==> src/rtl/spi_pkg.sv <==
// rtl/spi_pkg.sv - shared SPI command-decoder definitions
// Purpose: state encoding, header map defaults and a constant clog2 helper
// shared by every SPI-side listener. No ports.
package spi_pkg;

  typedef enum logic {
    HUNT    = 1'b0,
    COLLECT = 1'b1
  } spi_state_e;

  // One header map for all SPI command decoders.
  localparam logic [7:0] SPI_HDR_MASK  = 8'hE0;
  localparam logic [7:0] SPI_HDR_VALUE = 8'h20;

  // Ceiling log2; clog2(1) == 0.
  function automatic int clog2(input int value);
    int r;
    r = 0;
    for (int i = 0; i < 31; i++) begin
      if ((1 << i) < value) r = i + 1;
    end
    return r;
  endfunction

endpackage

==> src/rtl/spi_frame_listener_if.sv <==
// rtl/spi_frame_listener_if.sv - byte-stream in / frame registers out bundle
// Purpose: groups the listener's stream, acknowledge and result signals.
// Ports (signals):
//   spi_slave_data_valid, spi_slave_byte : byte strobe and data from the SPI slave
//   irq_ack                              : per-channel irq/overrun clear
//   ch_data, frame_valid, frame_ch       : committed frames and commit pulse
//   irq, overrun, frame_err              : per-channel flags and timeout pulse
// Modports: master drives the stream/acks, slave is the listener.
interface spi_frame_listener_if import spi_pkg::*; #(
  parameter int NUM_CH      = 4,
  parameter int FRAME_BYTES = 3
);
  localparam int CH_W = (NUM_CH > 1) ? clog2(NUM_CH) : 1;

  logic                            spi_slave_data_valid;
  logic [7:0]                      spi_slave_byte;
  logic [NUM_CH-1:0]               irq_ack;
  logic [NUM_CH*8*FRAME_BYTES-1:0] ch_data;
  logic                            frame_valid;
  logic [CH_W-1:0]                 frame_ch;
  logic [NUM_CH-1:0]               irq;
  logic [NUM_CH-1:0]               overrun;
  logic                            frame_err;

  modport master (
    output spi_slave_data_valid, spi_slave_byte, irq_ack,
    input  ch_data, frame_valid, frame_ch, irq, overrun, frame_err
  );

  modport slave (
    input  spi_slave_data_valid, spi_slave_byte, irq_ack,
    output ch_data, frame_valid, frame_ch, irq, overrun, frame_err
  );
endinterface

==> src/rtl/spi_byte_timeout.sv <==
// rtl/spi_byte_timeout.sv - saturating inter-byte idle counter
// Purpose: counts enabled idle cycles; expire_o pulses in the cycle the
// count would reach LIMIT. LIMIT == 0 disables expiry.
// Ports:
//   clk, rst  : clock, asynchronous active-high reset
//   clr_i     : clear (wins over enable, also suppresses expiry)
//   en_i      : count this cycle
//   expire_o  : one-cycle expiry indication (combinational)
module spi_byte_timeout import spi_pkg::*; #(
  parameter int LIMIT = 1024
) (
  input  logic clk,
  input  logic rst,
  input  logic clr_i,
  input  logic en_i,
  output logic expire_o
);
  localparam int CW = (clog2(LIMIT + 1) > 0) ? clog2(LIMIT + 1) : 1;

  logic [CW-1:0] cnt_q, cnt_d;

  always_comb begin
    cnt_d = cnt_q;
    if (clr_i) begin
      cnt_d = '0;
    end else if (en_i && (LIMIT != 0) && (cnt_q != CW'(LIMIT))) begin
      cnt_d = cnt_q + 1'b1;
    end
  end

  // Expire on the idle cycle that brings the count to LIMIT, so a byte
  // arriving in that same cycle (clr_i) still beats the timeout.
  assign expire_o = (LIMIT != 0) && en_i && !clr_i && (cnt_q == CW'(LIMIT - 1));

  always_ff @(posedge clk or posedge rst) begin
    if (rst) cnt_q <= '0;
    else     cnt_q <= cnt_d;
  end
endmodule

==> src/rtl/spi_frame_listener.sv <==
// rtl/spi_frame_listener.sv - header-synchronised multi-channel SPI frame listener
// Purpose: hunts for a masked header byte, assembles FRAME_BYTES-byte frames,
// commits each to a per-channel register with sticky irq/overrun flags, and
// drops partial frames after an inter-byte timeout.
// Ports:
//   clk, rst : clock, asynchronous active-high reset
//   bus      : spi_frame_listener_if.slave (stream in, acks in, frames/flags out)
module spi_frame_listener import spi_pkg::*; #(
  parameter int         FRAME_BYTES    = 3,
  parameter logic [7:0] HDR_MASK       = SPI_HDR_MASK,
  parameter logic [7:0] HDR_VALUE      = SPI_HDR_VALUE,
  parameter int         NUM_CH         = 4,
  parameter int         CH_LSB         = 0,
  parameter int         TIMEOUT_CYCLES = 1024
) (
  input  logic                 clk,
  input  logic                 rst,
  spi_frame_listener_if.slave  bus
);
  localparam int CH_W  = (NUM_CH > 1) ? clog2(NUM_CH) : 1;
  localparam int FW    = 8 * FRAME_BYTES;
  localparam int CNT_W = clog2(FRAME_BYTES);

  spi_state_e          state_q, state_d;
  logic [CNT_W-1:0]    count_q, count_d;
  logic [FW-1:0]       asm_q, asm_d;
  logic [CH_W-1:0]     ch_q, ch_d;
  logic [NUM_CH*FW-1:0] ch_data_q, ch_data_d;
  logic [CH_W-1:0]     frame_ch_q, frame_ch_d;
  logic                frame_valid_q, frame_err_q;
  logic [NUM_CH-1:0]   irq_q, irq_d, ovr_q, ovr_d;

  logic                valid;
  logic [7:0]          rx_byte;
  logic [CH_W-1:0]     hdr_ch;
  logic                is_hdr;
  logic                complete;
  logic                expire;
  logic [FW-1:0]       frame_word;

  assign valid   = bus.spi_slave_data_valid;
  assign rx_byte = bus.spi_slave_byte;
  assign hdr_ch  = rx_byte[CH_LSB +: CH_W];
  assign is_hdr  = ((rx_byte & HDR_MASK) == HDR_VALUE) && (int'(hdr_ch) < NUM_CH);

  spi_byte_timeout #(.LIMIT(TIMEOUT_CYCLES)) u_timeout (
    .clk      (clk),
    .rst      (rst),
    .clr_i    ((state_q == HUNT) || valid),
    .en_i     (state_q == COLLECT),
    .expire_o (expire)
  );

  always_comb begin
    state_d    = state_q;
    count_d    = count_q;
    asm_d      = asm_q;
    ch_d       = ch_q;
    complete   = 1'b0;
    // Assembly buffer with the incoming byte placed at position count_q
    // (position 0 = header in the MSBs).
    frame_word = asm_q;
    for (int k = 0; k < FRAME_BYTES; k++) begin
      if (CNT_W'(k) == count_q) frame_word[(FRAME_BYTES-1-k)*8 +: 8] = rx_byte;
    end

    case (state_q)
      HUNT: begin
        if (valid && is_hdr) begin
          asm_d   = {rx_byte, {(FW-8){1'b0}}};
          ch_d    = hdr_ch;
          count_d = CNT_W'(1);
          state_d = COLLECT;
        end
      end
      COLLECT: begin
        // Bytes are stored unconditionally: no resync on header-like data.
        if (valid) begin
          asm_d   = frame_word;
          count_d = count_q + 1'b1;
          if (count_q == CNT_W'(FRAME_BYTES - 1)) begin
            complete = 1'b1;
            count_d  = '0;
            state_d  = HUNT;
          end
        end else if (expire) begin
          count_d = '0;
          state_d = HUNT;
        end
      end
      default: state_d = HUNT;
    endcase
  end

  always_comb begin
    ch_data_d  = ch_data_q;
    frame_ch_d = frame_ch_q;
    if (complete) begin
      frame_ch_d = ch_q;
      for (int c = 0; c < NUM_CH; c++) begin
        if (CH_W'(c) == ch_q) ch_data_d[c*FW +: FW] = frame_word;
      end
    end
  end

  // Commit sets irq; a same-cycle ack retires the old frame so overrun
  // only records an unacknowledged previous frame.
  for (genvar c = 0; c < NUM_CH; c++) begin : g_ch
    logic commit_c;
    logic ack_c;
    assign commit_c = complete && (ch_q == CH_W'(c));
    assign ack_c    = bus.irq_ack[c];
    assign irq_d[c] = commit_c | (irq_q[c] & ~ack_c);
    assign ovr_d[c] = commit_c ? (~ack_c & (irq_q[c] | ovr_q[c]))
                               : (ovr_q[c] & ~ack_c);
  end

  always_ff @(posedge clk or posedge rst) begin
    if (rst) begin
      state_q       <= HUNT;
      count_q       <= '0;
      asm_q         <= '0;
      ch_q          <= '0;
      ch_data_q     <= '0;
      frame_ch_q    <= '0;
      frame_valid_q <= 1'b0;
      frame_err_q   <= 1'b0;
      irq_q         <= '0;
      ovr_q         <= '0;
    end else begin
      state_q       <= state_d;
      count_q       <= count_d;
      asm_q         <= asm_d;
      ch_q          <= ch_d;
      ch_data_q     <= ch_data_d;
      frame_ch_q    <= frame_ch_d;
      frame_valid_q <= complete;
      frame_err_q   <= expire;
      irq_q         <= irq_d;
      ovr_q         <= ovr_d;
    end
  end

  assign bus.ch_data     = ch_data_q;
  assign bus.frame_valid = frame_valid_q;
  assign bus.frame_ch    = frame_ch_q;
  assign bus.irq         = irq_q;
  assign bus.overrun     = ovr_q;
  assign bus.frame_err   = frame_err_q;
endmodule

==> src/flat_wrapper.sv <==
// flat-port wrapper written by rule: the top's interface ports become plain ports
module spi_frame_listener_flat import spi_pkg::*;
#(
  parameter int         FRAME_BYTES    = 3,
  parameter logic [7:0] HDR_MASK       = SPI_HDR_MASK,
  parameter logic [7:0] HDR_VALUE      = SPI_HDR_VALUE,
  parameter int         NUM_CH         = 4,
  parameter int         CH_LSB         = 0,
  parameter int         TIMEOUT_CYCLES = 1024
)
  (clk, rst, bus_spi_slave_data_valid, bus_spi_slave_byte, bus_irq_ack, bus_ch_data, bus_frame_valid, bus_frame_ch, bus_irq, bus_overrun, bus_frame_err);
  spi_frame_listener_if #(.NUM_CH(NUM_CH), .FRAME_BYTES(FRAME_BYTES)) bus_i ();
  input  logic clk;
  input  logic rst;
  input wire logic [$bits(bus_i.spi_slave_data_valid)-1:0] bus_spi_slave_data_valid;
  input wire logic [$bits(bus_i.spi_slave_byte)-1:0] bus_spi_slave_byte;
  input wire logic [$bits(bus_i.irq_ack)-1:0] bus_irq_ack;
  output wire logic [$bits(bus_i.ch_data)-1:0] bus_ch_data;
  output wire logic [$bits(bus_i.frame_valid)-1:0] bus_frame_valid;
  output wire logic [$bits(bus_i.frame_ch)-1:0] bus_frame_ch;
  output wire logic [$bits(bus_i.irq)-1:0] bus_irq;
  output wire logic [$bits(bus_i.overrun)-1:0] bus_overrun;
  output wire logic [$bits(bus_i.frame_err)-1:0] bus_frame_err;
  assign bus_i.spi_slave_data_valid = bus_spi_slave_data_valid;
  assign bus_i.spi_slave_byte = bus_spi_slave_byte;
  assign bus_i.irq_ack = bus_irq_ack;
  assign bus_ch_data = bus_i.ch_data;
  assign bus_frame_valid = bus_i.frame_valid;
  assign bus_frame_ch = bus_i.frame_ch;
  assign bus_irq = bus_i.irq;
  assign bus_overrun = bus_i.overrun;
  assign bus_frame_err = bus_i.frame_err;
  spi_frame_listener #(.FRAME_BYTES(FRAME_BYTES), .HDR_MASK(HDR_MASK), .HDR_VALUE(HDR_VALUE), .NUM_CH(NUM_CH), .CH_LSB(CH_LSB), .TIMEOUT_CYCLES(TIMEOUT_CYCLES)) u_core (.clk(clk), .rst(rst), .bus(bus_i));
endmodule
==> config.mk <==
export PLATFORM = sky130hd
export DESIGN_NAME = spi_frame_listener_flat
export DESIGN_NICKNAME = d
export VERILOG_FILES = /design/src/rtl/spi_pkg.sv /design/src/rtl/spi_frame_listener_if.sv /design/src/rtl/spi_byte_timeout.sv /design/src/rtl/spi_frame_listener.sv /design/src/flat_wrapper.sv
export SDC_FILE = /design/constraint.sdc
export NUM_CORES = 1
export LEC_CHECK = 0
export CORE_MARGIN = 2
export CORE_UTILIZATION = 49
export CTS_CLUSTER_SIZE = 16
export DETAILED_ROUTE_END_ITERATION = 7
export PLACE_DENSITY = 0.86
export SYNTH_ARGS = -nofsm -noshare
export SYNTH_HDL_FRONTEND = slang
export SYNTH_SLANG_ARGS = --single-unit
==> constraint.sdc <==
create_clock -name clk -period 13.56 [get_ports clk]
set_input_delay 2.712 -clock clk [delete_from_list [all_inputs] [get_ports clk]]
set_output_delay 2.712 -clock clk [all_outputs]
set_load 0.005 [all_outputs]
## Word level (Yosys, flattened, before mapping)

Cells that the tools add are included.

| storage, ports and cells | value |
|---|---|
| bits of input ports | 15 |
| flip-flop bits (word level) | 148 |

| cells by class | value |
|---|---|
| equality and inequality tests | 15 |
| bitwise operators | 25 |
| $add $sub $neg | 2 |
| reduce and logical (&&, ||, !) cells | 20 |
| muxes and demuxes | 25 |

Operators by type and width:

| operator | count |
|---|---|
| 24-bit 2-to-1 mux | 2 |
| 24-bit case mux with 2 select lines | 1 |
| 8-bit 2-to-1 mux | 3 |
| 11-bit 2-to-1 mux | 2 |
| 2-bit AND reduction | 7 |
| 1-bit bitwise AND | 12 |
| 11-bit by 1-bit adder with 11-bit output, second input constant | 1 |
| 11-bit by 10-bit == test with 1-bit output, second input constant | 1 |
| 1-bit 2-to-1 mux | 11 |
| 11-bit inequality test, second input constant | 1 |
| 1-bit logical AND | 8 |
| 2-bit 2-to-1 mux | 4 |
| 1-bit bitwise OR | 8 |
| 2-bit == test, first input constant | 3 |
| 2-bit == test, second input constant | 3 |
| 1-bit NOT | 5 |
| 1-bit by 2-bit == test with 1-bit output, first input constant | 2 |
| 2-bit zero test | 2 |
| 2-bit inequality test, second input constant | 2 |
| 2-bit case mux with 2 select lines | 1 |
| 3-bit by 1-bit == test with 1-bit output, second input constant | 1 |
| 3-bit inequality test, second input constant | 1 |
| 2-bit by 1-bit adder with 2-bit output, second input constant | 1 |
| 2-bit by 1-bit == test with 1-bit output, second input constant | 1 |
| 4 further kinds | 4 |

## Longest topological paths before layout

| logic depth | value |
|---|---|
| depth in word-level cells | 8 |
| depth in mapped cells | 6 |
| depth with buffers taken out | 5 |

## Hierarchy

Synthesis repeated with hierarchy kept, for this count alone.

| unflattened totals | value |
|---|---|
| cells, all modules | 420 |
| area, all modules | 6123.4 um2 |

Modules (own cells, without submodules):

| module | times used | cells each | area each (um2) |
|---|---|---|---|
| spi_frame_listener | 1 | 349 | 5462.7 |
| spi_byte_timeout | 1 | 71 | 660.6 |

## Worst setup path before layout

No wires, ideal clock.

| path | value |
|---|---|
| kind | input to register |
| start | in bus_spi_slave_data_valid |
| end | reg u_core.count_q[1] |
| setup time | 0.122 ns |
| buffers on the path | 1 |
| arrival | 3.876 ns |
| stages on the path | 4 |
| path slack | 9.562 ns |
| cells stage by stage | buf_2 > or3b_1 > or4_4 > a32o_1 |

| on the way | value |
|---|---|
| word-level cells in the longest chain between the ends | 6 |
| elaborated cells between the ends (all ways) | 10 |
| those cells by class | 2 x eq/ne; 2 x mux; 6 x reduce/logical |

Ends and longest elaborated chain:

| item | line | RTL |
|---|---|---|
| start: declaration | flat_wrapper.sv:15 | `input wire logic [$bits(bus_i.spi_slave_data_valid)-1:0] bus_spi_slave_data_valid;` |
| 1-bit logical OR | spi_frame_listener.sv:49 | `.clr_i ((state_q == HUNT) \|\| valid),` |
| 1-bit zero test | spi_byte_timeout.sv:33 | `assign expire_o = (LIMIT != 0) && en_i && !clr_i && (cnt_q == CW'(LIMIT - 1));` |
| 1-bit logical AND (2 in a row) | spi_byte_timeout.sv:33 |  |
| 3-bit inequality test (no line) | - |  |
| 2-bit AND reduction (no line) | - |  |
| end signal: assignment | spi_frame_listener.sv:132 | `count_q <= count_d;` |
| end: declaration | spi_frame_listener.sv:25 | `logic [CNT_W-1:0] count_q, count_d;` |

Parallel ways exist; a longest one is shown, timed or not.
A chain may end at the register's enable or synchronous reset.

## Final worst setup path

| path | value |
|---|---|
| start | in bus_spi_slave_data_valid |
| end | reg u_core.ch_data_q[83], in the netlist u_core.bus.ch_data[83] |

| on the way | value |
|---|---|
| word-level cells in the longest chain between the ends | 3 |

Ends and longest elaborated chain:

| item | line | RTL |
|---|---|---|
| 1-bit 2-to-1 mux | spi_frame_listener.sv:78 | `if (valid) begin` |
| 1-bit 2-to-1 mux | spi_frame_listener.sv:67 | `case (state_q)` |
| via u_core.complete | spi_frame_listener.sv:37 | `logic complete;` |
| 2-bit AND reduction (no line) | - |  |
| end signal: assignment | spi_frame_listener.sv:135 | `ch_data_q <= ch_data_d;` |
| end: declaration | spi_frame_listener.sv:28 | `logic [NUM_CH*FW-1:0] ch_data_q, ch_data_d;` |

The timed path passes the listed nets, and every way through them passes these cells.

==> run_summary.xml <==
<?xml version="1.0" encoding="UTF-8"?>
<metrics>
  <group name="outcome">
    <metric name="run_status" unit="">completed</metric>
  </group>
  <group name="logic_synthesis">
    <metric name="post_synthesis_net_count" unit="">430</metric>
    <metric name="synthesis.area_per_instance" unit="sq um">14.7</metric>
    <metric name="synthTopCellsByArea" unit="">sky130_fd_sc_hd__dfrtp_1 61%, sky130_fd_sc_hd__mux2_2 22%, sky130_fd_sc_hd__a22o_1 2.9%</metric>
    <metric name="synth_top_cell_by_area" unit="">sky130_fd_sc_hd__dfrtp_1</metric>
    <metric name="async_flop_share" unit="%">100</metric>
    <metric name="synth_cells" unit="">413</metric>
    <metric name="cell_area_after_technology_mapping" unit="sq um">6080</metric>
    <metric name="synth_largest_type_area_fraction" unit="%">60.9</metric>
    <metric name="synthTopCellsByCount" unit="">148 x sky130_fd_sc_hd__dfrtp_1, 119 x sky130_fd_sc_hd__mux2_2, 20 x sky130_fd_sc_hd__a22o_1, 12 x sky130_fd_sc_hd__nand2_1, 11 x sky130_fd_sc_hd__inv_1</metric>
    <metric name="netlist-cell-type-count" unit="">47</metric>
    <metric name="seq_area_frac_synth" unit="%">60.9</metric>
    <metric name="yosys.cell_count.top_type" unit="">sky130_fd_sc_hd__dfrtp_1</metric>
    <metric name="synth-main-ff-cell" unit="">sky130_fd_sc_hd__dfrtp_1</metric>
    <metric name="synth_enable_flop_cells" unit="">0</metric>
    <metric name="synth.ff_latch_count" unit="">148</metric>
    <metric name="ys_warn_count" unit="">0</metric>
  </group>
  <group name="floorplanning">
    <metric name="floorplan.io_pins" unit="">123</metric>
    <metric name="dieArea" unit="sq um">13300</metric>
    <metric name="die_w" unit="um">115</metric>
    <metric name="row_cnt" unit="">40</metric>
    <metric name="core" unit="sq um">12100</metric>
    <metric name="initial_core_util" unit="%">50.4</metric>
    <metric name="die_height" unit="um">115</metric>
  </group>
  <group name="routing">
    <metric name="drt_wl_total" unit="um">13400</metric>
    <metric name="avgViaCountPerCell" unit="">5.36</metric>
    <metric name="detail_route.drc_violations" unit="">0</metric>
    <metric name="final_antenna_net_count" unit="">0</metric>
    <metric name="average_routed_wire_per_standard_cell" unit="um">18.6</metric>
    <metric name="vias" unit="">3852</metric>
    <metric name="drt-initial-drc-count" unit="">236</metric>
    <metric name="drt-pass1-iter-count" unit="">4</metric>
  </group>
  <group name="flow_run">
    <metric name="max_cap_viol_count" unit="">0</metric>
  </group>
  <group name="worst_setup_path">
    <metric name="worstSetupEndpointType" unit="">flop</metric>
    <metric name="critPathRequiredTime" unit="ps">13850</metric>
    <metric name="cp_data_arrival_time" unit="ps">5370</metric>
    <metric name="critical_path.startpoint_type" unit="">primary input</metric>
    <metric name="worst_path_max_delay_cell" unit="">sky130_fd_sc_hd__and3_1</metric>
    <metric name="worstReg2RegStart" unit="">u_core.state_q$_DFF_PP0_</metric>
    <metric name="crit_path_max_fanout" unit="">24</metric>
    <metric name="critical_path_class" unit="">in -&gt; reg</metric>
    <metric name="cp.buffers_inverters" unit="">2</metric>
    <metric name="path_cells" unit="">clkdlybuf4s50_1, nand4b_4, inv_2, and3_1, mux2_2</metric>
    <metric name="critPathMaxStageDelay" unit="ps">1080</metric>
    <metric name="crit_family" unit="">simple AND/OR/NAND/NOR gates</metric>
    <metric name="setup.worst_path.start" unit="">bus_spi_slave_data_valid</metric>
  </group>
  <group name="global_routing">
    <metric name="grtUsageTotal" unit="%">21.5</metric>
    <metric name="grt_pass1_vias" unit="">4123</metric>
    <metric name="grt_start_max_net_pins" unit="">90</metric>
    <metric name="grt_first_pass_wirelength" unit="um">21700</metric>
    <metric name="grt_remaining_overflow" unit="">0</metric>
    <metric name="antenna_found_initial" unit="">0</metric>
  </group>
  <group name="sta">
    <metric name="final.setup.tns" unit="ps">0</metric>
    <metric name="rsz_0062_raised_after_global_routing" unit="">no</metric>
    <metric name="report.final.setup_viol" unit="">0</metric>
    <metric name="min_period_over_period" unit="%">37.5</metric>
    <metric name="finalMaxSlewViolations" unit="">0</metric>
    <metric name="fin_skew" unit="ps">5.30</metric>
    <metric name="final-hold-violation-count" unit="">0</metric>
    <metric name="maxSlewHeadroom" unit="%">10.0</metric>
    <metric name="final.min_clock_period" unit="ps">5080</metric>
    <metric name="clock.fmax" unit="MHz">197</metric>
    <metric name="worst_slew_pin_slew" unit="ps">1350</metric>
  </group>
  <group name="cts">
    <metric name="ctsRootBufferMaster" unit="">sky130_fd_sc_hd__clkbuf_16</metric>
    <metric name="cts_post_setup_buffers_inserted" unit="">0</metric>
    <metric name="cts_num_sinks" unit="">148</metric>
    <metric name="tritoncts" unit="">yes</metric>
    <metric name="cts_max_level" unit="">4</metric>
    <metric name="worst_setup_hold_path_clk_slew" unit="ps">60</metric>
    <metric name="cts_buffers" unit="">17</metric>
    <metric name="ctsLongestPathBuffers" unit="">2</metric>
    <metric name="cts_hold_repair.buffers" unit="">0</metric>
    <metric name="clock_insertion_delay_worst_skew" unit="ps">410</metric>
    <metric name="cts_resized" unit="">0</metric>
  </group>
  <group name="placed_design">
    <metric name="gp_congestion" unit="">0.766</metric>
    <metric name="placement.io_buffers" unit="">122</metric>
    <metric name="hpwlAfterDp" unit="um">9080</metric>
  </group>
  <group name="worst_hold_path">
    <metric name="hold_path.class" unit="">reg -&gt; reg</metric>
    <metric name="timing.hold.worst.start" unit="">u_core.bus.ch_data[90]$_DFFE_PP0P_</metric>
  </group>
  <group name="finish">
    <metric name="insertedDiodeCount" unit="">0</metric>
    <metric name="area_growth_syn_to_layout" unit="%">32.3</metric>
    <metric name="finalNetCount" unit="">555</metric>
    <metric name="drive_gt1_share" unit="%">29.2</metric>
    <metric name="finalCoreUtilization" unit="%">66.7</metric>
  </group>
  <group name="pwr">
    <metric name="pwr_density_cell" unit="nW/um^2">207</metric>
    <metric name="leakage" unit="uW">0.00372</metric>
    <metric name="worst_ir_drop_vdd" unit="uV">123</metric>
  </group>
</metrics>
[final cells by class]
type / count / area, sq um
fill: 872 / 4020
sequential: 148 / 3700
multi-input combinational: 233 / 2200
timing repair buffer: 126 / 1250
clock buffer: 22 / 474
tap: 168 / 210
clock inverter: 10 / 153
inverter: 12 / 50.0
[placed cells by master, fill, tap and decap left out, types with 2 or more instances in the layout]
| master | Yosys | routed |
|---|---|---|
| sky130_fd_sc_hd__dfrtp_1 | 148 | 148 |
| sky130_fd_sc_hd__clkdlybuf4s50_1 | 0 | 122 |
| sky130_fd_sc_hd__mux2_2 | 119 | 119 |
| sky130_fd_sc_hd__a22o_1 | 20 | 20 |
| sky130_fd_sc_hd__clkbuf_16 | 0 | 17 |
| sky130_fd_sc_hd__nand2_1 | 12 | 12 |
| sky130_fd_sc_hd__inv_1 | 11 | 10 |
| sky130_fd_sc_hd__mux2_1 | 8 | 8 |
| sky130_fd_sc_hd__nand2b_1 | 8 | 8 |
| sky130_fd_sc_hd__a21oi_1 | 6 | 6 |
| sky130_fd_sc_hd__nor2b_1 | 5 | 5 |
| sky130_fd_sc_hd__nand3_1 | 5 | 5 |
| sky130_fd_sc_hd__clkinv_2 | 0 | 5 |
| sky130_fd_sc_hd__o21ai_0 | 5 | 4 |
| sky130_fd_sc_hd__bufinv_16 | 0 | 4 |
| sky130_fd_sc_hd__buf_4 | 0 | 4 |
| sky130_fd_sc_hd__nand4_1 | 3 | 3 |
| sky130_fd_sc_hd__or3_1 | 3 | 3 |
| sky130_fd_sc_hd__clkbuf_8 | 0 | 3 |
| sky130_fd_sc_hd__and3_1 | 2 | 2 |
| sky130_fd_sc_hd__nor4_1 | 2 | 2 |
| sky130_fd_sc_hd__mux2i_1 | 2 | 2 |
| sky130_fd_sc_hd__nor3b_1 | 2 | 2 |
| sky130_fd_sc_hd__nor2_1 | 2 | 2 |
| sky130_fd_sc_hd__o31ai_1 | 2 | 2 |
| sky130_fd_sc_hd__or4_1 | 2 | 2 |
| sky130_fd_sc_hd__o311ai_0 | 2 | 2 |
| sky130_fd_sc_hd__nor3_4 | 1 | 2 |
| sky130_fd_sc_hd__o41ai_1 | 2 | 2 |
| sky130_fd_sc_hd__ha_1 | 2 | 2 |
| sky130_fd_sc_hd__clkbuf_1 | 5 | 2 |
[sequential cells by signal, indices dropped and copies added, names as in the netlist]
name,count
u_core.bus.frame_valid,1
u_core.bus.overrun,4
u_core.ch_q,2
u_core.bus.irq,4
u_core.bus.frame_err,1
u_core.asm_q,24
u_core.state_q,1
u_core.bus.frame_ch,2
u_core.bus.ch_data,96
u_core.count_q,2
u_core.u_timeout.cnt_q,11
[per-layer routing]
| layer | wire (um) | global-route usage (%) | vias to the layer above |
|---|---|---|---|
| li1 | - | - | 1734 |
| met1 | 5610 | 26.4 | 2011 |
| met2 | 6940 | 36.3 | 85 |
| met3 | 615 | 6.54 | 22 |
| met4 | 239 | 7.07 | 0 |
| met5 | 0 | 0 | - |
[final timing paths]
| kind | end | slack, ps | cells after the start |
|---|---|---|---|
| max | u_core.bus.ch_data[83]$_DFFE_PP0P_ | 8480 | 5 |
| min | u_core.bus.ch_data[90]$_DFFE_PP0P_ | 490 | 1 |
| max reg2reg | u_core.bus.ch_data[83]$_DFFE_PP0P_ | 10950 | 4 |
| min reg2reg | u_core.bus.ch_data[90]$_DFFE_PP0P_ | 490 | 1 |
| max in group asynchronous | u_core.bus.ch_data[13]$_DFFE_PP0P_ | 9330 | 3 |
| min in group asynchronous | u_core.bus.irq[1]$_DFF_PP0_ | 2740 | 2 |
[logic make-up (layout without fill, tap and decap cells)]
group	after synthesis	count (layout)	synth area share, %
multiplexers	129	129	23.9
AND/OR/NAND/NOR	57	57	6.07
XOR/XNOR	2	2	0.288
flip-flops	148	148	60.9
AO/OA/AOI/OAI	43	43	5.47
adder cells (fa/ha/maj)	2	2	0.412
buffers and inverters	32	170	2.98
[worst reg2reg max path, delay by kind of cell, from the launching register on]
family	cells	cell delay, ps
DFF	1	540
buffers and inverters	1	160
and+or+nand+nor	2	1340
muxes	1	450
[per-stage QoR]
stage               area (sq um)  hold slack (ps)  setup WS (ps)  std cells  power [uW]
global route                8040              496           8310        719        1750
detailed placement          7420              474           8100        687        1180
global placement            7420              473           8240        687        1150
floorplan                   6080              462           6870        413         906
CTS                         8040              486           8490        719        1680
finish                      8040              486           8480        719        1660
[where the power goes]
| group | internal, uW | switching (uW) |
|---|---|---|
| sequential | 576 | 89.3 |
| clock | 321 | 170 |
| combinational | 315 | 191 |
Note: power is estimated with default switching activity, not from simulation.
